**src/rtl/load_store_unit_pkg.sv**
```systemverilog
// Shared types and store-lane helpers for the rv32i load/store unit.
package load_store_unit_pkg;

   typedef enum logic [2:0] {
      LOAD_OP_LB,
      LOAD_OP_LH,
      LOAD_OP_LW,
      LOAD_OP_LBU,
      LOAD_OP_LHU
   } LoadOp_t;

   typedef enum logic [1:0] {
      STORE_OP_SB,
      STORE_OP_SH,
      STORE_OP_SW
   } StoreOp_t;

   typedef enum logic [1:0] {
      LSU_IDLE,
      LSU_WAIT,
      LSU_DONE
   } LsuState_t;

   function automatic logic [31:0] f_st_data(
      input StoreOp_t   op,
      input logic [31:0] wd
   );
      f_st_data = wd;
      unique case (op)
         STORE_OP_SB: f_st_data = {4{wd[7:0]}};
         STORE_OP_SH: f_st_data = {2{wd[15:0]}};
         default:     f_st_data = wd;
      endcase
   endfunction

   function automatic logic [3:0] f_st_strb(
      input StoreOp_t   op,
      input logic [1:0] lane
   );
      f_st_strb = 4'b1111;
      unique case (op)
         STORE_OP_SB: f_st_strb = 4'b0001 << lane;
         STORE_OP_SH: f_st_strb = lane[1] ? 4'b1100 : 4'b0011;
         default:     f_st_strb = 4'b1111;
      endcase
   endfunction

endpackage

```
**src/rtl/load_store_unit_if.sv**
```systemverilog
// Valid/ready data-memory bus between the LSU and memory.
interface load_store_unit_if;
   logic        mem_valid;
   logic        mem_ready;
   logic [31:0] mem_addr;
   logic [31:0] mem_wdata;
   logic [3:0]  mem_wstrb;
   logic [31:0] mem_rdata;

   modport master (
      output mem_valid, mem_addr, mem_wdata, mem_wstrb,
      input  mem_ready, mem_rdata
   );

   modport slave (
      input  mem_valid, mem_addr, mem_wdata, mem_wstrb,
      output mem_ready, mem_rdata
   );
endinterface

```
**src/rtl/load_align_extend.sv**
```systemverilog
// Picks the addressed byte/half of a read word and sign/zero-extends it.
module load_align_extend
   import load_store_unit_pkg::*;
(
   input  LoadOp_t     i_op,
   input  logic [1:0]  i_lane,
   input  logic [31:0] i_rdata,
   output logic [31:0] o_data
);

   logic [7:0]  w_byte;
   logic [15:0] w_half;

   assign w_byte = i_rdata[{i_lane, 3'b000} +: 8];
   assign w_half = i_rdata[{i_lane[1], 4'b0000} +: 16];

   always_comb begin
      o_data = i_rdata;
      unique case (i_op)
         LOAD_OP_LB:  o_data = {{24{w_byte[7]}}, w_byte};
         LOAD_OP_LBU: o_data = {24'h0, w_byte};
         LOAD_OP_LH:  o_data = {{16{w_half[15]}}, w_half};
         LOAD_OP_LHU: o_data = {16'h0, w_half};
         default:     o_data = i_rdata;
      endcase
   end

endmodule

```
**src/rtl/load_store_unit.sv**
```systemverilog
// Data-memory stage: issues one bus transaction per load/store and
// stalls the core until it completes or times out.
module load_store_unit
   import load_store_unit_pkg::*;
#(
   parameter int unsigned TIMEOUT_CYCLES = 0,
   parameter int unsigned CNT_W          = 8
) (
   input  logic              clk,
   input  logic              resetn,
   input  logic              mem_req,
   input  logic              MemWrite,
   input  LoadOp_t           LoadOp,
   input  StoreOp_t          StoreOp,
   input  logic [31:0]       addr,
   input  logic [31:0]       wdata,
   load_store_unit_if.master bus,
   output logic [31:0]       rdata,
   output logic              stall,
   output logic              done,
   output logic              misaligned,
   output logic              bus_error
);

   LsuState_t        r_state;
   LsuState_t        w_next;
   logic [CNT_W-1:0] r_cnt;
   logic [1:0]       r_lane;
   LoadOp_t          r_op;
   logic             r_is_st;
   logic             r_valid;
   logic [31:0]      r_addr;
   logic [31:0]      r_wdata;
   logic [3:0]       r_wstrb;
   logic [31:0]      r_rdata;
   logic             r_berr;
   logic             w_issue;
   logic             w_limit;
   logic [31:0]      w_ext;

   always_comb begin
      misaligned = 1'b0;
      if (mem_req) begin
         if (MemWrite) begin
            unique case (StoreOp)
               STORE_OP_SH: misaligned = addr[0];
               STORE_OP_SW: misaligned = |addr[1:0];
               default:     misaligned = 1'b0;
            endcase
         end else begin
            unique case (LoadOp)
               LOAD_OP_LH,
               LOAD_OP_LHU: misaligned = addr[0];
               LOAD_OP_LW:  misaligned = |addr[1:0];
               default:     misaligned = 1'b0;
            endcase
         end
      end
   end

   assign w_issue = mem_req & ~misaligned;
   assign w_limit = (TIMEOUT_CYCLES != 0) &&
                    (r_cnt == CNT_W'(TIMEOUT_CYCLES - 1));

   always_ff @(posedge clk) begin
      if (!resetn) r_state <= LSU_IDLE;
      else         r_state <= w_next;
   end

   always_comb begin
      w_next = r_state;
      unique case (r_state)
         LSU_IDLE: if (w_issue) w_next = LSU_WAIT;
         LSU_WAIT: if (bus.mem_ready || w_limit) w_next = LSU_DONE;
         LSU_DONE: w_next = LSU_IDLE;
         default:  w_next = LSU_IDLE;
      endcase
   end

   always_comb begin
      stall = 1'b0;
      done  = 1'b0;
      unique case (r_state)
         LSU_IDLE: stall = w_issue;
         LSU_WAIT: stall = 1'b1;
         LSU_DONE: done  = 1'b1;
         default:  stall = 1'b0;
      endcase
   end

   load_align_extend u_ext (
      .i_op    (r_op),
      .i_lane  (r_lane),
      .i_rdata (bus.mem_rdata),
      .o_data  (w_ext)
   );

   // mem_ready wins over the timeout on the limit cycle
   always_ff @(posedge clk) begin
      if (!resetn) begin
         r_valid <= 1'b0;
         r_addr  <= '0;
         r_wdata <= '0;
         r_wstrb <= '0;
         r_rdata <= '0;
         r_berr  <= 1'b0;
         r_cnt   <= '0;
         r_lane  <= '0;
         r_op    <= LOAD_OP_LB;
         r_is_st <= 1'b0;
      end else begin
         r_berr <= 1'b0;
         if (r_state == LSU_IDLE && w_issue) begin
            r_valid <= 1'b1;
            r_addr  <= {addr[31:2], 2'b00};
            r_wdata <= f_st_data(StoreOp, wdata);
            r_wstrb <= MemWrite ? f_st_strb(StoreOp, addr[1:0]) : 4'b0000;
            r_lane  <= addr[1:0];
            r_op    <= LoadOp;
            r_is_st <= MemWrite;
            r_cnt   <= '0;
         end else if (r_state == LSU_WAIT) begin
            if (bus.mem_ready) begin
               r_valid <= 1'b0;
               if (!r_is_st) r_rdata <= w_ext;
            end else if (w_limit) begin
               r_valid <= 1'b0;
               r_rdata <= '0;
               r_berr  <= 1'b1;
            end else if (TIMEOUT_CYCLES != 0) begin
               r_cnt <= r_cnt + 1'b1;
            end
         end
      end
   end

   assign bus.mem_valid = r_valid;
   assign bus.mem_addr  = r_addr;
   assign bus.mem_wdata = r_wdata;
   assign bus.mem_wstrb = r_wstrb;
   assign rdata         = r_rdata;
   assign bus_error     = r_berr;

endmodule

```
**src/flat_wrapper.sv**
```systemverilog
// flat-port wrapper written by rule: the top's interface ports become plain ports
module load_store_unit_flat import load_store_unit_pkg::*;
#(
   parameter int unsigned TIMEOUT_CYCLES = 0,
   parameter int unsigned CNT_W          = 8
)
  (clk, resetn, mem_req, MemWrite, LoadOp, StoreOp, addr, wdata, rdata, stall, done, misaligned, bus_error, bus_mem_valid, bus_mem_addr, bus_mem_wdata, bus_mem_wstrb, bus_mem_ready, bus_mem_rdata);
  load_store_unit_if bus_i ();
  input  logic clk;
  input  logic resetn;
  input  logic mem_req;
  input  logic MemWrite;
  input  LoadOp_t LoadOp;
  input  StoreOp_t StoreOp;
  input  logic [31:0] addr;
  input  logic [31:0] wdata;
  output logic [31:0] rdata;
  output logic stall;
  output logic done;
  output logic misaligned;
  output logic bus_error;
  output wire logic [$bits(bus_i.mem_valid)-1:0] bus_mem_valid;
  output wire logic [$bits(bus_i.mem_addr)-1:0] bus_mem_addr;
  output wire logic [$bits(bus_i.mem_wdata)-1:0] bus_mem_wdata;
  output wire logic [$bits(bus_i.mem_wstrb)-1:0] bus_mem_wstrb;
  input wire logic [$bits(bus_i.mem_ready)-1:0] bus_mem_ready;
  input wire logic [$bits(bus_i.mem_rdata)-1:0] bus_mem_rdata;
  assign bus_mem_valid = bus_i.mem_valid;
  assign bus_mem_addr = bus_i.mem_addr;
  assign bus_mem_wdata = bus_i.mem_wdata;
  assign bus_mem_wstrb = bus_i.mem_wstrb;
  assign bus_i.mem_ready = bus_mem_ready;
  assign bus_i.mem_rdata = bus_mem_rdata;
  load_store_unit #(.TIMEOUT_CYCLES(TIMEOUT_CYCLES), .CNT_W(CNT_W)) u_core (.clk(clk), .resetn(resetn), .mem_req(mem_req), .MemWrite(MemWrite), .LoadOp(LoadOp), .StoreOp(StoreOp), .addr(addr), .wdata(wdata), .bus(bus_i), .rdata(rdata), .stall(stall), .done(done), .misaligned(misaligned), .bus_error(bus_error));
endmodule
```
**config.mk**
```make
export PLATFORM = sky130hd
export DESIGN_NAME = load_store_unit_flat
export DESIGN_NICKNAME = d
export VERILOG_FILES = /design/src/rtl/load_store_unit_pkg.sv /design/src/rtl/load_store_unit_if.sv /design/src/rtl/load_align_extend.sv /design/src/rtl/load_store_unit.sv /design/src/flat_wrapper.sv
export SDC_FILE = /design/constraint.sdc
export NUM_CORES = 1
export LEC_CHECK = 0
export ABC_AREA = 1
export CORE_ASPECT_RATIO = 0.9
export CORE_UTILIZATION = 35
export CTS_CLUSTER_DIAMETER = 100
export DETAILED_ROUTE_END_ITERATION = 8
export PLACE_DENSITY = 0.72
export SYNTH_ARGS = -nofsm -noshare
export SYNTH_HDL_FRONTEND = slang
export SYNTH_SLANG_ARGS = --single-unit
```
**constraint.sdc**
```tcl
create_clock -name clk -period 2.7 [get_ports clk]
set_input_delay 0.27 -clock clk [delete_from_list [all_inputs] [get_ports clk]]
set_output_delay 0.27 -clock clk [all_outputs]
set_load 0.03 [all_outputs]
```
==> summary.md <==
| Metric | Value |
|---|---|
| Outcome | complete, no violations |
| Origin of the critical flop-to-flop path | u_core.r_lane[0] |
| Critical Path Fanout Max | 20 |
| Reg-to-reg endpoint | u_core.rdata[22] |
| Fmax | 0.437 GHz |
| Post-CTS sizing | 0 |
| H-tree depth | 3 |
| First-pass GRT wire length | 28,900 um |
| Fin cells | 1,241 |
| Peak supply drop | 0.394 mV |
| Setup CP Type | in2out |
| I/O pins | 211 |
| Crit path largest cell delay | 0.48 ns |
| Tcrit/Tclk final | 0.847 |
| Largest net degree at the start of global routing | 59 |
| Hold Violations, Final | 0 |
| Core area | 15,700 sq um |
| Worst min-delay path category | reg2reg |
| Most common cell on crit path | nand2_1 |
| Initial Utilization | 0.363 |
| Ys Warns | 0 |
| Die area | 16,700 sq um |
| Largest family of logic cells by synthesized area | simple AND/OR/NAND/NOR gates |
| Root Buffer | clkbuf_16 |
| CP Launch Type | input port |
| Synth Area in XOR/XNOR | 0 |
| Final GP Congestion | 0.857 |
| Worst EP required | 2.43 ns |
| Power Density | 570 nW/um^2 |
| Worst R2R Path Depth | 7 |
| Seq/Total Area, Yosys | 0.377 |
| Reg-to-reg slack, setup | 0.73 ns |
| Fillers | 1,518 |
| Crit-path slowest cell | clkdlybuf4s50_1 |
| GRT overflow | 0 |
| Clock skew | 0.00945 ns |
| Unique masters post-synth | 28 |
| Minimum clock period | 2.29 ns |
| Worst setup margin | 0.413 ns |
| Port-buffer cells | 207 |
| Hold Path Stages | 2 |
| Simple-Gate Fraction of Synth Area | 0.333 |
| Diode count | 0 |
| Clock Path Buffers | 2 |
| CP bufs+invs | 3 |
| Final setup violation count | 0 |
| Post-CTS setup buffer count | 0 |
| All-Layer GR Usage | 0.221 |
| RSZ-0062 raised after global routing | false |
| Synth Area in Compound Gates | 0.159 |
| Max Cap Viol | 0 |
| Relative slew slack | 0.524 |
| Dpl cells | 1,225 |
| Mean Syn Cell Area | 6.58 sq um |
| Area Growth Syn to Fin | 43.7% |
| Average via count per standard cell | 5.02 |
| Setup WS pre-CTS | 0.347 ns |
| Routed wire per std cell | 15.2 um |
| Number of remaining DRC errors | 0 |
| Sink Count | 107 |
| Placed cell areas | 7830 sq um |
| Share of layout cells above drive strength 1 | 0.0597 |
| DRT Wirelength | 18,800 um |
| #FFs+latches synth | 107 |
| Min-delay src | u_core.bus.mem_addr[31] |
| Worst-Skew Late Latency | 0.35 ns |
| Die Y-Extent | 123 um |
| Number of global-route vias before repair | 5,572 |
| Lkg Pwr | 0.00363 uW |
| Slew at the pin with the worst max-slew slack | 0.713 ns |
| Netlist Area Pre-Place | 5680 sq um |
| Initial antenna violation count | 0 |
| TritonRoute pass-1 iters | 7 |
| Slew Viols, Final | 0 |
| Post-Synth Adder-Cell Area | 0.00661 |
| CP Capture Type | primary output |
| Std cell rows | 43 |
| Post-synthesis mux area share | 0 |
| Reg clk slew, reported paths | 0.07 ns |
| Setup TNS | 0 ns |
| Die Wd | 136 um |
| Gate count of the mapped netlist | 863 |
| Hold_buf cts | 0 |
| DP HPWL | 13,300 um |
| CP cell instances | clkdlybuf4s50_1 > inv_1 > ha_1 > nand2_1 > nand3b_2 > nand3_4 > nand2_1 > buf_4 |
| Worst Hold End | u_core.bus.mem_addr[31] |
| DR vias | 6,225 |
| Num CTS Buffers | 9 |
| Crit path arrival time | 2.02 ns |
| Final ANT Viol Nets | 0 |
| Final Net Count | 1,143 |
| Initial drt markers | 653 |
| Fin area | 8160 sq um |
| Kind of cell adding the most delay to the critical path | simple AND/OR/NAND/NOR gates |
| CTS tree | built |
==> cell usage in the layout (no fill, tap or decap), types with 2 or more instances in the layout <==
cell	count
dfxtp_1	107
clkdlybuf4s50_1	205
nand4_1	63
clkbuf_16	9
o22ai_1	6
bufinv_16	2
ha_1	3
buf_4	15
nor2_1	72
buf_12	3
nand3_1	28
o211ai_1	9
or2_2	14
nor2_2	2
a21oi_1	55
inv_1	89
o21ai_0	62
inv_2	5
nand2_1	248
conb_1	3
o21bai_1	24
o21a_1	2
nand2_2	2
==> layer usage <==
layer	GRT usage	vias to the layer above	share of wire
li1	-	3127	-
met1	0.305	2896	0.46
met2	0.339	178	0.46
met3	0.0487	24	0.057
met4	0.0757	0	0.020
met5	0	-	0
==> power breakdown <==
part / switching [uW] / internal, uW
Combinational: 821 / 578
Sequential: 80.1 / 1700
Clock: 627 / 845
Total: 1530 / 3120
==> Yosys cell counts <==
| master | count | share of area |
|---|---|---|
| dfxtp_1 | 107 | 0.38 |
| nand3b_2 | 1 | 0.0020 |
| inv_2 | 4 | 0.0026 |
| o21ai_0 | 62 | 0.055 |
| ha_1 | 3 | 0.0066 |
| o211ai_1 | 9 | 0.012 |
| nand2_1 | 249 | 0.16 |
| conb_1 | 1 | 0.00066 |
| buf_6 | 3 | 0.0059 |
| nand2_2 | 1 | 0.0011 |
| nand3_1 | 28 | 0.025 |
| nand4_1 | 63 | 0.069 |
| nand3_2 | 1 | 0.0018 |
| or2_2 | 14 | 0.015 |
| clkbuf_2 | 1 | 0.00088 |
| a21oi_1 | 56 | 0.049 |
| buf_4 | 13 | 0.017 |
| nor2_2 | 2 | 0.0022 |
| o21bai_2 | 1 | 0.0020 |
| o21bai_1 | 24 | 0.032 |
| inv_1 | 90 | 0.059 |
| nand4_2 | 1 | 0.0022 |
| nor2_1 | 72 | 0.048 |
| o22ai_1 | 6 | 0.0066 |
| nor3_2 | 1 | 0.0018 |
| buf_2 | 29 | 0.026 |
| clkbuf_1 | 19 | 0.013 |
| o21a_1 | 2 | 0.0026 |
==> worst max-delay path by stage <==
stage               start                 endpoint  slack [ns]  cells after the start
6_report       StoreOp[0]                    stall        0.41                      8
5_1_grt        StoreOp[1]                    stall        0.29                      9
4_1_cts        StoreOp[0]                    stall        0.41                      8
3_5_place_dp   StoreOp[0]  u_core.bus.mem_wstrb[2]        0.35                     10
3_3_place_gp   StoreOp[0]  u_core.bus.mem_wstrb[0]        0.39                     10
2_1_floorplan  StoreOp[1]               misaligned        0.74                      8
==> cell families after synthesis <==
family	count (synthesis)
compound gates	160
simple gates	433
fa+ha+maj	3
flops	107
buf+inv	159
other cells	1
==> area by class of cell <==
| cell class | instances | area [sq um] | area share |
|---|---|---|---|
| multi-input combinational | 599 | 2860 | 0.351 |
| timing repair buffer | 223 | 2220 | 0.273 |
| sequential | 107 | 2140 | 0.262 |
| inverter | 94 | 353 | 0.0432 |
| tap | 202 | 253 | 0.0310 |
| clock buffer | 11 | 243 | 0.0297 |
| clock inverter | 5 | 85.1 | 0.0104 |
==> per-stage QoR <==
step	hold slack (ns)	utilization	power, uW
floorplan	0.405	-	2660
global placement	0.449	0.500	3200
detailed placement	0.452	0.500	3210
CTS	0.462	0.521	4690
global route	0.473	0.521	4880
finish	0.462	0.521	4650
==> flip-flops by register name, indices dropped and copies added (netlist names) <==
| signal | cells |
|---|---|
| u_core.bus.mem_wstrb | 4 |
| u_core.bus.mem_wdata | 32 |
| u_core.r_lane | 2 |
| u_core.r_state | 2 |
| u_core.bus.mem_addr | 30 |
| u_core.rdata | 32 |
| u_core.bus.mem_valid | 1 |
| u_core.r_op | 3 |
| u_core.r_is_st | 1 |
==> worst min-delay path, stage by stage, from the launching register on <==
cell and delay, ns:
dfxtp_1 0.31, nand2_1 0.06, a21oi_1 0.05
Power figures use the tool's default switching activity.
